===== src/rtl/uart_pkg.sv =====
// Shared types and constants for the UART receive framer.
package uart_pkg;

    typedef enum logic [1:0] {
        HUNT = 2'd0,
        LEN  = 2'd1,
        PAY  = 2'd2,
        CSUM = 2'd3
    } state_t;

    localparam logic [1:0] ERR_PARITY  = 2'd1;
    localparam logic [1:0] ERR_LEN     = 2'd2;
    localparam logic [1:0] ERR_CSUM    = 2'd3;

    localparam logic [7:0] SOF_DEFAULT = 8'h7E;

endpackage


===== src/rtl/uart_out_reg.sv =====
// One-entry valid/ready output register carrying a payload byte plus its last flag.
module uart_out_reg (
    input  logic       i_clk,
    input  logic       i_rst_n,
    input  logic       i_valid,
    input  logic [8:0] i_data,
    output logic       o_ready,
    output logic       o_valid,
    output logic [8:0] o_data,
    input  logic       i_ready
);

    logic       r_valid;
    logic [8:0] r_data;

    // Accept whenever the slot is empty or is being drained this cycle.
    assign o_ready = !r_valid || i_ready;
    assign o_valid = r_valid;
    assign o_data  = r_data;

    always_ff @(posedge i_clk or negedge i_rst_n) begin
        if (!i_rst_n) begin
            r_valid <= 1'b0;
            r_data  <= 9'd0;
        end else if (o_ready) begin
            r_valid <= i_valid;
            if (i_valid) begin
                r_data <= i_data;
            end
        end
    end

endmodule


===== src/rtl/uart_rx_framer.sv =====
// Receive frame parser: SOF, LEN, payload, CSUM; streams payload and keeps good/bad frame statistics.
module uart_rx_framer
    import uart_pkg::*;
#(
    parameter logic [7:0] SOF     = SOF_DEFAULT,
    parameter int         MAX_LEN = 16
) (
    input  logic        pclk_i,
    input  logic        prst_n_i,
    input  logic [7:0]  rx_pdata_i,
    input  logic        rx_pdata_valid_i,
    input  logic        rx_pdata_err_i,
    output logic        rx_read_ready_o,
    output logic [7:0]  frm_data_o,
    output logic        frm_data_valid_o,
    input  logic        frm_data_ready_i,
    output logic        frm_last_o,
    output logic        frm_done_o,
    output logic        frm_err_o,
    output logic [1:0]  err_code_o,
    output logic [15:0] good_cnt_o,
    output logic [7:0]  bad_cnt_o
);

    localparam logic [7:0] MAX_LEN_B = 8'(MAX_LEN);

    state_t      r_state;
    logic [7:0]  r_cnt;
    logic [7:0]  r_acc;
    logic        r_done;
    logic        r_err;
    logic [1:0]  r_err_code;
    logic [15:0] r_good_cnt;
    logic [7:0]  r_bad_cnt;

    logic        w_accept;
    logic        w_push;
    logic        w_in_ready;
    logic [7:0]  w_sum;
    logic        w_fail;
    logic        w_good;
    logic [1:0]  w_code;
    logic [8:0]  w_out_data;

    assign w_accept        = rx_pdata_valid_i && rx_read_ready_o;
    assign w_sum           = r_acc + rx_pdata_i;
    assign rx_read_ready_o = (r_state != PAY) || w_in_ready;
    // Parity-flagged payload bytes are never forwarded.
    assign w_push          = w_accept && (r_state == PAY) && !rx_pdata_err_i;

    always_comb begin
        w_fail = 1'b0;
        w_good = 1'b0;
        w_code = r_err_code;
        if (w_accept) begin
            case (r_state)
                LEN: begin
                    if (rx_pdata_err_i) begin
                        w_fail = 1'b1;
                        w_code = ERR_PARITY;
                    end else if (rx_pdata_i == 8'd0 || rx_pdata_i > MAX_LEN_B) begin
                        w_fail = 1'b1;
                        w_code = ERR_LEN;
                    end
                end
                PAY: begin
                    if (rx_pdata_err_i) begin
                        w_fail = 1'b1;
                        w_code = ERR_PARITY;
                    end
                end
                CSUM: begin
                    if (rx_pdata_err_i) begin
                        w_fail = 1'b1;
                        w_code = ERR_PARITY;
                    end else if (w_sum != 8'd0) begin
                        w_fail = 1'b1;
                        w_code = ERR_CSUM;
                    end else begin
                        w_good = 1'b1;
                    end
                end
                default: ;
            endcase
        end
    end

    always_ff @(posedge pclk_i or negedge prst_n_i) begin
        if (!prst_n_i) begin
            r_state    <= HUNT;
            r_cnt      <= 8'd0;
            r_acc      <= 8'd0;
            r_done     <= 1'b0;
            r_err      <= 1'b0;
            r_err_code <= 2'd0;
            r_good_cnt <= 16'd0;
            r_bad_cnt  <= 8'd0;
        end else begin
            r_done <= w_good;
            r_err  <= w_fail;
            if (w_fail) begin
                r_err_code <= w_code;
                if (r_bad_cnt != 8'hFF) begin
                    r_bad_cnt <= r_bad_cnt + 8'd1;
                end
            end
            if (w_good) begin
                r_good_cnt <= r_good_cnt + 16'd1;
            end
            if (w_fail || w_good) begin
                r_state <= HUNT;
            end else if (w_accept) begin
                case (r_state)
                    HUNT: begin
                        if (rx_pdata_i == SOF && !rx_pdata_err_i) begin
                            r_state <= LEN;
                        end
                    end
                    LEN: begin
                        r_cnt   <= rx_pdata_i;
                        r_acc   <= rx_pdata_i;
                        r_state <= PAY;
                    end
                    PAY: begin
                        r_acc <= w_sum;
                        r_cnt <= r_cnt - 8'd1;
                        if (r_cnt == 8'd1) begin
                            r_state <= CSUM;
                        end
                    end
                    default: r_state <= HUNT;
                endcase
            end
        end
    end

    assign w_out_data = {(r_cnt == 8'd1), rx_pdata_i};

    uart_out_reg u_out_reg (
        .i_clk   (pclk_i),
        .i_rst_n (prst_n_i),
        .i_valid (w_push),
        .i_data  (w_out_data),
        .o_ready (w_in_ready),
        .o_valid (frm_data_valid_o),
        .o_data  ({frm_last_o, frm_data_o}),
        .i_ready (frm_data_ready_i)
    );

    assign frm_done_o = r_done;
    assign frm_err_o  = r_err;
    assign err_code_o = r_err_code;
    assign good_cnt_o = r_good_cnt;
    assign bad_cnt_o  = r_bad_cnt;

endmodule


===== config.mk =====
export PLATFORM = sky130hd
export DESIGN_NAME = uart_rx_framer
export DESIGN_NICKNAME = d
export VERILOG_FILES = /design/src/rtl/uart_pkg.sv /design/src/rtl/uart_out_reg.sv /design/src/rtl/uart_rx_framer.sv
export SDC_FILE = /design/constraint.sdc
export NUM_CORES = 1
export LEC_CHECK = 0
export BUFFER_PORTS_ARGS = -buffer_cell sky130_fd_sc_hd__buf_4
export CORE_UTILIZATION = 34
export DETAILED_ROUTE_END_ITERATION = 8
export PLACE_DENSITY = 0.57
export SLEW_MARGIN = 5
export SYNTH_ARGS = -nofsm -noshare
export SYNTH_HDL_FRONTEND = slang
export SYNTH_SLANG_ARGS = --single-unit

===== constraint.sdc =====
create_clock -name pclk_i -period 3.9 [get_ports pclk_i]
set_input_delay 0.195 -clock pclk_i [delete_from_list [all_inputs] [get_ports pclk_i]]
set_output_delay 0.195 -clock pclk_i [all_outputs]
set_load 0.01 [all_outputs]

# Yosys cells after proc, flatten, opt, wreduce, memory -nomap -nowiden
# Cells that the tools add are included.
# totals
out_inout_bits	39
in_bits	13
regBits	56
wordCells	73
# classes
bitwise_logic	1
n_mux	24
n_eq_ne	12
addsub	4
magnitude_cmp	1
n_reduce_logical	21
# ops
cell	count
8-bit case mux with 2 select lines	2
2-bit 2-to-1 mux	9
16-bit by 1-bit adder with 16-bit output, second input constant	1
2-bit case mux with 3 select lines	2
1-bit 2-to-1 mux	10
3-bit inequality test, second input constant	3
8-bit by 1-bit adder with 8-bit output, second input constant	1
8-bit adder	1
8-bit by 1-bit == test with 1-bit output, second input constant	1
8-bit by 7-bit == test with 1-bit output, second input constant	1
8-bit by 5-bit greater-than comparator with 1-bit output, second input constant	1
8-bit logical NOT	1
8-bit inequality test, second input constant	1
8-bit nonzero test	1
8-bit by 1-bit subtractor with 8-bit output, second input constant	1
3-bit AND reduction	2
6-bit AND reduction	1
2-bit == test, second input constant	2
1-bit logical AND	4
1-bit logical OR	4
2-bit inequality test, second input constant	2
2-bit AND reduction	2
2-bit nonzero test	2
3-bit by 1-bit inequality test with 1-bit output, second input constant	1
other kinds (6)	7

# Depth between registers and ports, before layout
# Gate-level depths: netlist (run 1).
# logic_depth
ltp_word	9
depth_mapped	11
depth_no_buf	10

# Modules after synthesis
# From an unflattened synthesis (run 1), not the netlist that was laid out.
# unflattened
hier_cells	325
hier_area_um2	3339.5
# modules_own_cells
mod	seq_area_each_um2	instances	cells_each	area_each_um2
uart_rx_framer	1151.1	1	303	2914.0
uart_out_reg	250.2	1	22	425.4

# Least setup slack after synthesis (run 1)
# OpenSTA, ideal clock, no wires.
# synth_path
kind	flip-flop to flip-flop
start	register r_acc[0]
end	register r_bad_cnt[1] (netlist: bad_cnt_o[1])
t_arrival_ps	2726
stages_incl_launch_ff	10
t_required_ps	3775
setup_ps	125
slack_ps	1049
synth_period_minus_slack_ps	2851
n_path_buf	0
cell_sequence	dfrtp_1 > ha_1 > fa_1 > a211o_1 > and3_1 > o311ai_1 > or4_4 > o21ai_1 > a21oi_2 > mux2_2
# synth_via
elab_chain_len	7
# synth_lines
element	line	source
start, declared	uart_rx_framer.sv:29	logic [7:0] r_acc;
start signal, assigned	uart_rx_framer.sv:121	r_acc <= rx_pdata_i;
start signal, assigned	uart_rx_framer.sv:125	r_acc <= w_sum;
8-bit adder	uart_rx_framer.sv:46	assign w_sum = r_acc + rx_pdata_i;
8-bit nonzero test	uart_rx_framer.sv:76	end else if (w_sum != 8'd0) begin
1-bit 2-to-1 mux	uart_rx_framer.sv:76	
1-bit 2-to-1 mux	uart_rx_framer.sv:73	if (rx_pdata_err_i) begin
1-bit case mux with 3 select lines	uart_rx_framer.sv:56	case (r_state)
1-bit 2-to-1 mux	uart_rx_framer.sv:55	if (w_accept) begin
2-bit AND reduction (no line)	-	
end signal, assigned	uart_rx_framer.sv:104	r_bad_cnt <= r_bad_cnt + 8'd1;
end, declared	uart_rx_framer.sv:34	logic [7:0] r_bad_cnt;
# No other way between the ends.
# A chain may end at the register's enable or synchronous reset.

# Final worst setup path (run 1)
# layout_path
start	register r_acc[0]
end	register r_acc[7]
# layout_via
elab_chain_len	9
word_cells_on_any_way	14
classes_between	add/sub (1); mux (9); bitwise (1); reduce/logical (3)
# layout_lines
element	line	source
8-bit adder (*)	uart_rx_framer.sv:46	
8-bit nonzero test	uart_rx_framer.sv:76	
1-bit 2-to-1 mux	uart_rx_framer.sv:76	
1-bit 2-to-1 mux	uart_rx_framer.sv:73	
1-bit case mux with 3 select lines / 1-bit 2-to-1 mux (equally long branches)	uart_rx_framer.sv:56	
1-bit 2-to-1 mux	uart_rx_framer.sv:55	
1-bit logical OR	uart_rx_framer.sv:110	if (w_fail || w_good) begin
1-bit NOT (no line)	-	
3-bit AND reduction (no line)	-	
# Every way passes the cells marked *; elsewhere a longest branch is shown, timed or not.

==> results of run 1 <==
-- worst max path at each step --
stage | from | to | slack [ns] | cells after the start
2_1_floorplan | r_acc[0] | bad_cnt_o[1] | 1.05 | 9
3_5_place_dp | r_acc[0] | r_acc[7] | 0.72 | 10
6_report | r_acc[0] | r_acc[7] | 0.73 | 10
3_3_place_gp | r_acc[0] | r_acc[7] | 0.83 | 10
4_1_cts | r_acc[0] | r_acc[7] | 0.71 | 10
5_1_grt | r_acc[0] | good_cnt_o[8] | 0.52 | 10
-- final cells by class --
| cell class | instances | area share (%) |
|---|---|---|
| Tap cell | 108 | 3.65 |
| Sequential cell | 56 | 37.9 |
| Clock buffer | 5 | 1.86 |
| Multi-Input combinational cell | 232 | 43.3 |
| Timing Repair Buffer | 53 | 10.8 |
| Inverter | 17 | 1.73 |
| Clock inverter | 3 | 0.711 |
-- power groups by stage --
| stage | Clock, mW | Sequential (mW) | Combinational (mW) |
|---|---|---|---|
| after floorplan | 0 | 0.931 | 0.799 |
| after global placement | 0 | 0.919 | 1.14 |
| after detailed placement | 0 | 0.922 | 1.16 |
| after CTS | 0.359 | 0.912 | 1.17 |
| after global routing | 0.377 | 0.942 | 1.29 |
| final | 0.346 | 0.912 | 1.15 |
-- critical path, stage by stage, from the launching register on --
cell,delay [ns]
dfrtp_1,0.40
ha_1,0.22
fa_1,0.40
a211o_1,0.32
and3_1,0.22
o311ai_1,0.42
or4_4,0.23
o31a_1,0.16
nand2_1,0.27
o32ai_1,0.37
a31oi_1,0.06
-- state kept, by name, indices dropped and copies added (netlist names) --
name / flops
r_state: 2
u_out_reg.o_valid: 1
r_acc: 8
u_out_reg.o_data: 9
r_cnt: 8
good_cnt_o: 16
err_code_o: 2
bad_cnt_o: 8
frm_err_o: 1
frm_done_o: 1
-- logic make-up after synthesis --
family	count (synthesis)	share of synthesized area [%]
flops	56	45.2
xor+xnor	28	7.90
fa+ha+maj	16	6.69
compound gates	65	13.3
simple gates	106	17.9
mux	17	5.89
buf+inv	24	3.23
-- repair_timing --
item                                   CTS  global route
hold buffers                             1             0
buffers inserted                         0             0
endpoints found under the hold margin   56             0
-- cell usage in the layout (no fill, tap or decap), types with 2 or more instances in the layout --
cell type   netlist  layout
o22ai_1           7       7
a21oi_1          14      14
and3_1            4       4
clkinvlp_4        0       2
xnor2_1          19      19
mux2_2           10      10
ha_1             15      15
nor2_1           12      12
clkinv_1          2       2
nand2_1          33      33
clkbuf_8          0       5
nor4_1            8       8
a21oi_2           2       2
nand3_1          13      13
nor3b_1           5       5
buf_4             0      52
a31oi_1           6       6
o21ai_0          14      14
o21ai_1          10      10
mux2i_1           7       7
nor3_1            7       7
and2_1            3       3
nand4_1          12      12
xor2_1            9       9
dfrtp_1          56      56
inv_1            15      15
-- stage by stage --
stage                     hold WS (ns)  util, %  power (mW)  worst slack [ns]  area [µm²]
after floorplan                 -0.101        -        1.73              1.05        3100
after global placement           0.314     41.0        2.06             0.828        3590
after detailed placement         0.315     41.0        2.08             0.725        3590
after CTS                       0.0705     42.2        2.44             0.711        3700
after global routing            0.0833     42.2        2.61             0.525        3700
final                           0.0790     42.2        2.41             0.727        3700
-- routing by layer --
metal	share of wire (%)	GRT usage, %	vias to the layer above
li1	-	-	1232
met2	46	25.5	51
met4	0.97	3.73	0
met5	0	0	-
met3	3.3	2.45	6
met1	49	22.2	1226
==> results.cfg, run 1 <==
[status]
status = completed

[final_layout]
antenna-diode-count = 0
num-nets-final = 394
area_growth_syn_to_layout_pct = 19.2
fill_cells = 894
multiInputGateArea_um2 = 1600
drive_gt1_share_pct = 21.3
seq_area_um2 = 1400
fin_cells = 474

[setup_path]
rrSetupSlack_ns = 0.73
critPathCaptureType = register
r2r_cells = 10
cp_max_fo = 13
critPathArrivalTime_ns = 3.37
startpoint_type = register
r2r_start = r_acc[0]
crit_type = register to register
worstReg2RegEnd = r_acc[7]
required_ns = 4.10

[min_path]
hp-start = frm_data_ready_i
hp-class = input pin to register
holdPathStages = 2
min_to = u_out_reg.o_valid

[yosys]
yosysTopAreaCell = dfrtp_1
syn_area_per_cell_um2 = 9.95
synthTopCellsByArea = dfrtp_1 45%, ha_1 6.0%, xnor2_1 5.4%
synth-main-ff-cell = dfrtp_1
yosys.cell_types.count = 48
yosys-top-cells-count = 56 x dfrtp_1, 33 x nand2_1, 19 x xnor2_1
synth_top_area_share_pct = 45.2
ys_warn_count = 0
syn_nets = 341
ys_seq_area_share_pct = 45.2
mappedNetlistArea_um2 = 3100
synth_edf_count = 0
synth_most_common_cell = dfrtp_1
synth-async-reset-ratio_pct = 100
syn_inst = 312
yosys_register_bits = 56

[global_routing]
antenna_found_initial = 0
grtUsageTotal_pct = 15.8
grt_max_degree = 57
grt_remaining_overflow = 0
grt_pass1_wl_um = 12200
grt_pass1_vias = 2426

[clock_tree]
cts_root_buf = clkbuf_8
cts.path.max_buffers = 2
clkLatencyLatePin_ns = 0.32
clk_pin_slew_worst_paths_ns = 0.11
cts_sinks = 56
cts_tree = done
cts_buffers = 5
cts_resized = 0
htreeDepth = 2

[drt]
drtAntennaViolNets = 0
route.detailed.drc = 0
via_per_inst = 5.31
drtPass1Iterations = 4
drt_iter0_drc = 153
routed_wl_um = 7290
vias = 2515
wl_per_cell_um = 15.4

[die]
ios = 52
die_height_um = 97.5
die_area_um2 = 9510
die_w_um = 97.5
core_um2 = 8760
row_count = 34
initial_core_util_pct = 35.4

[power_and_ir_drop]
leakagePower_nw = 1.68
power.switching_mw = 1.01
power_frac_comb_pct = 47.8
cellInternalPower_mw = 1.40
seqPwrFrac_pct = 37.8
powerDensity_nw_per_um2 = 652
max-vdd-ir-drop_uv = 293
switching_share_pct = 42.0
clockPowerShare_pct = 14.4

[sta]
finalHoldViolCount = 0
final-setup-viol-count = 0
drv_slew = 0
finalClockSkew_ns = 0.0176
period_minus_slack_ns = 3.17
rsz0062_at_grt = false
slew-limit-headroom_pct = 51.3
fin_crit_sh_pct = 81.4
worst_pin_slew_ns = 0.731
tns_ns = 0
max_freq_ghz = 0.315

[placed_design]
dp.cells = 465
dp_hpwl_um = 5330
place_congestion = 0.827
port_buffers = 51

[flow_run]
drv_cap = 0
No activity file was read; power rests on OpenSTA's default activity.
==> inputs of run 2 (changes only) <==
--- a/config.mk
+++ b/config.mk
@@ -8,7 +8,7 @@
 export BUFFER_PORTS_ARGS = -buffer_cell sky130_fd_sc_hd__buf_4
 export CORE_UTILIZATION = 34
 export DETAILED_ROUTE_END_ITERATION = 8
-export PLACE_DENSITY = 0.57
+export PLACE_DENSITY = 0.59
 export SLEW_MARGIN = 5
 export SYNTH_ARGS = -nofsm -noshare
 export SYNTH_HDL_FRONTEND = slang
==> constraint.sdc (replaced) <==
create_clock -name pclk_i -period 2.8 [get_ports pclk_i]
set_input_delay 0.14 -clock pclk_i [delete_from_list [all_inputs] [get_ports pclk_i]]
set_output_delay 0.14 -clock pclk_i [all_outputs]
set_load 0.01 [all_outputs]
==> results.cfg, run 2 (synthesized netlist as in run 1, its figures left out) <==
[status]
status = finished, violations left
violations = setup timing

[placed_design]
place_congestion = 0.877
port_buffers = 51
dp_hpwl_um = 5290
place_area_um2 = 3760
dp.cells = 484

[die]
core_um2 = 8760
row_count = 34
ios = 52
die_height_um = 97.5
initial_core_util_pct = 35.4
die_area_um2 = 9510
die_w_um = 97.5

[sta]
worst_slack_ns = -0.109
slew-limit-headroom_pct = 52.2
fin_crit_sh_pct = 104
final-setup-viol-count = 23
drv_slew = 0
period_minus_slack_ns = 2.91
rsz0062_at_grt = true
worst_pin_slew_ns = 0.717
finalClockSkew_ns = 0.00895
max_freq_ghz = 0.344
finalHoldViolCount = 0

[clock_tree]
cts_root_buf = clkbuf_8
clk_pin_slew_worst_paths_ns = 0.11
htreeDepth = 2
cts.path.max_buffers = 2
cts_tree = done
cts_buffers = 5
clkLatencyLatePin_ns = 0.31
cts_sinks = 56

[drt]
wl_per_cell_um = 15.2
via_per_inst = 5.26
route.detailed.drc = 0
drtAntennaViolNets = 0
drt_iter0_drc = 122
routed_wl_um = 7640
vias = 2647
drtPass1Iterations = 4

[setup_path]
startpoint_type = register
critPathArrivalTime_ns = 3.15
critPathCaptureType = register
cp_max_fo = 8
crit_type = register to register
required_ns = 3.04

[global_routing]
antenna_found_initial = 0
grt_pass1_wl_um = 12600
grtUsageTotal_pct = 16.2
grt_pass1_vias = 2434
grt_max_degree = 57
grt_remaining_overflow = 0

[final_layout]
final_common_cell = buf_4
largest_reg_flops = 16
mostFrequentLayoutCells = 75 x buf_4, 56 x dfrtp_1, 23 x nand2_1
area_growth_syn_to_layout_pct = 35.1
fill_cells = 826
fin_cells = 503
finalInstanceArea_um2 = 4190
antenna-diode-count = 0
num-nets-final = 423
drive_gt1_share_pct = 35.9

[power_and_ir_drop]
power_mw = 3.89
max-vdd-ir-drop_uv = 441
powerDensity_nw_per_um2 = 929
leakagePower_nw = 1.89

[min_path]
hp-class = input pin to register

[flow_run]
drv_cap = 0
-- run 2: final timing paths --
check / to / slack (ns) / startpoint / cells past startpoint
setup / recovery: r_cnt[2] / -0.11 / r_acc[0] / 11
hold reg to reg: good_cnt_o[15] / 0.48 / good_cnt_o[15] / 1
setup reg to reg: r_cnt[2] / -0.11 / r_acc[0] / 11
hold / removal: u_out_reg.o_valid / 0.007 / frm_data_ready_i / 2
min in group asynchronous: r_acc[3] / 0.41 / prst_n_i / 2
max in group asynchronous: bad_cnt_o[0] / 1.91 / prst_n_i / 2
-- run 2: final cells by class --
cell class	count	area, µm²	share of cell area (%)
Multi-Input combinational cell	233	1850	44.1
Tap cell	108	135	3.22
Clock buffer	6	72.6	1.73
Inverter	17	67.6	1.61
Clock inverter	2	16.3	0.388
Timing Repair inverter	1	7.51	0.179
Sequential cell	56	1400	33.4
Timing Repair Buffer	80	644	15.4
-- run 2: metrics by stage --
step	setup slack [ns]	hold WS (ns)	setup TNS, ns	util, %
after global placement	-0.130	0.254	-1.66	42.9
final	-0.109	0.00728	-1.19	47.8
after floorplan	0.0225	-0.156	0	-
after detailed placement	-0.209	0.254	-3.48	42.9
after CTS	-0.106	0.00308	-1.27	45.4
after global routing	-0.244	0.0245	-6.56	47.8
-- run 2: power breakdown --
part / leakage, nW / total [mW] / internal [mW] / switching (mW)
registers: 0.707 / 1.29 / 1.06 / 0.232
clock network: 0.0414 / 0.455 / 0.179 / 0.276
logic: 1.14 / 2.15 / 1.04 / 1.11
total: 1.89 / 3.89 / 2.27 / 1.62
-- run 2: worst max-delay path: stages, from the launching register on --
cell and delay (ns):
dfrtp_1 0.40, ha_2 0.19, fa_2 0.35, a211o_1 0.30, nand4_1 0.11, o311ai_2 0.13, or4_4 0.58, buf_6 0.14
o311a_4 0.35, nand3_1 0.10, o21ai_1 0.06, a21oi_1 0.13
-- run 2: repair_timing --
item                       4_1_cts  5_1_grt
setup buffers                    4        3
gates cloned                     1        2
resized for setup               17       37
pin swaps                        4       12
setup endpoints to repair       39       43
hold endpoints to repair        56        0
hold buffers                     1        0
-- run 2: per-layer routing --
metal	up-vias	part of all wire (%)	global-route usage, %	wire length, µm
met3	7	3.4	2.81	257
li1	1301	-	-	-
met2	49	45	24.0	3470
met1	1290	50	24.5	3830
met5	-	0	0	0
met4	0	0.99	3.96	76
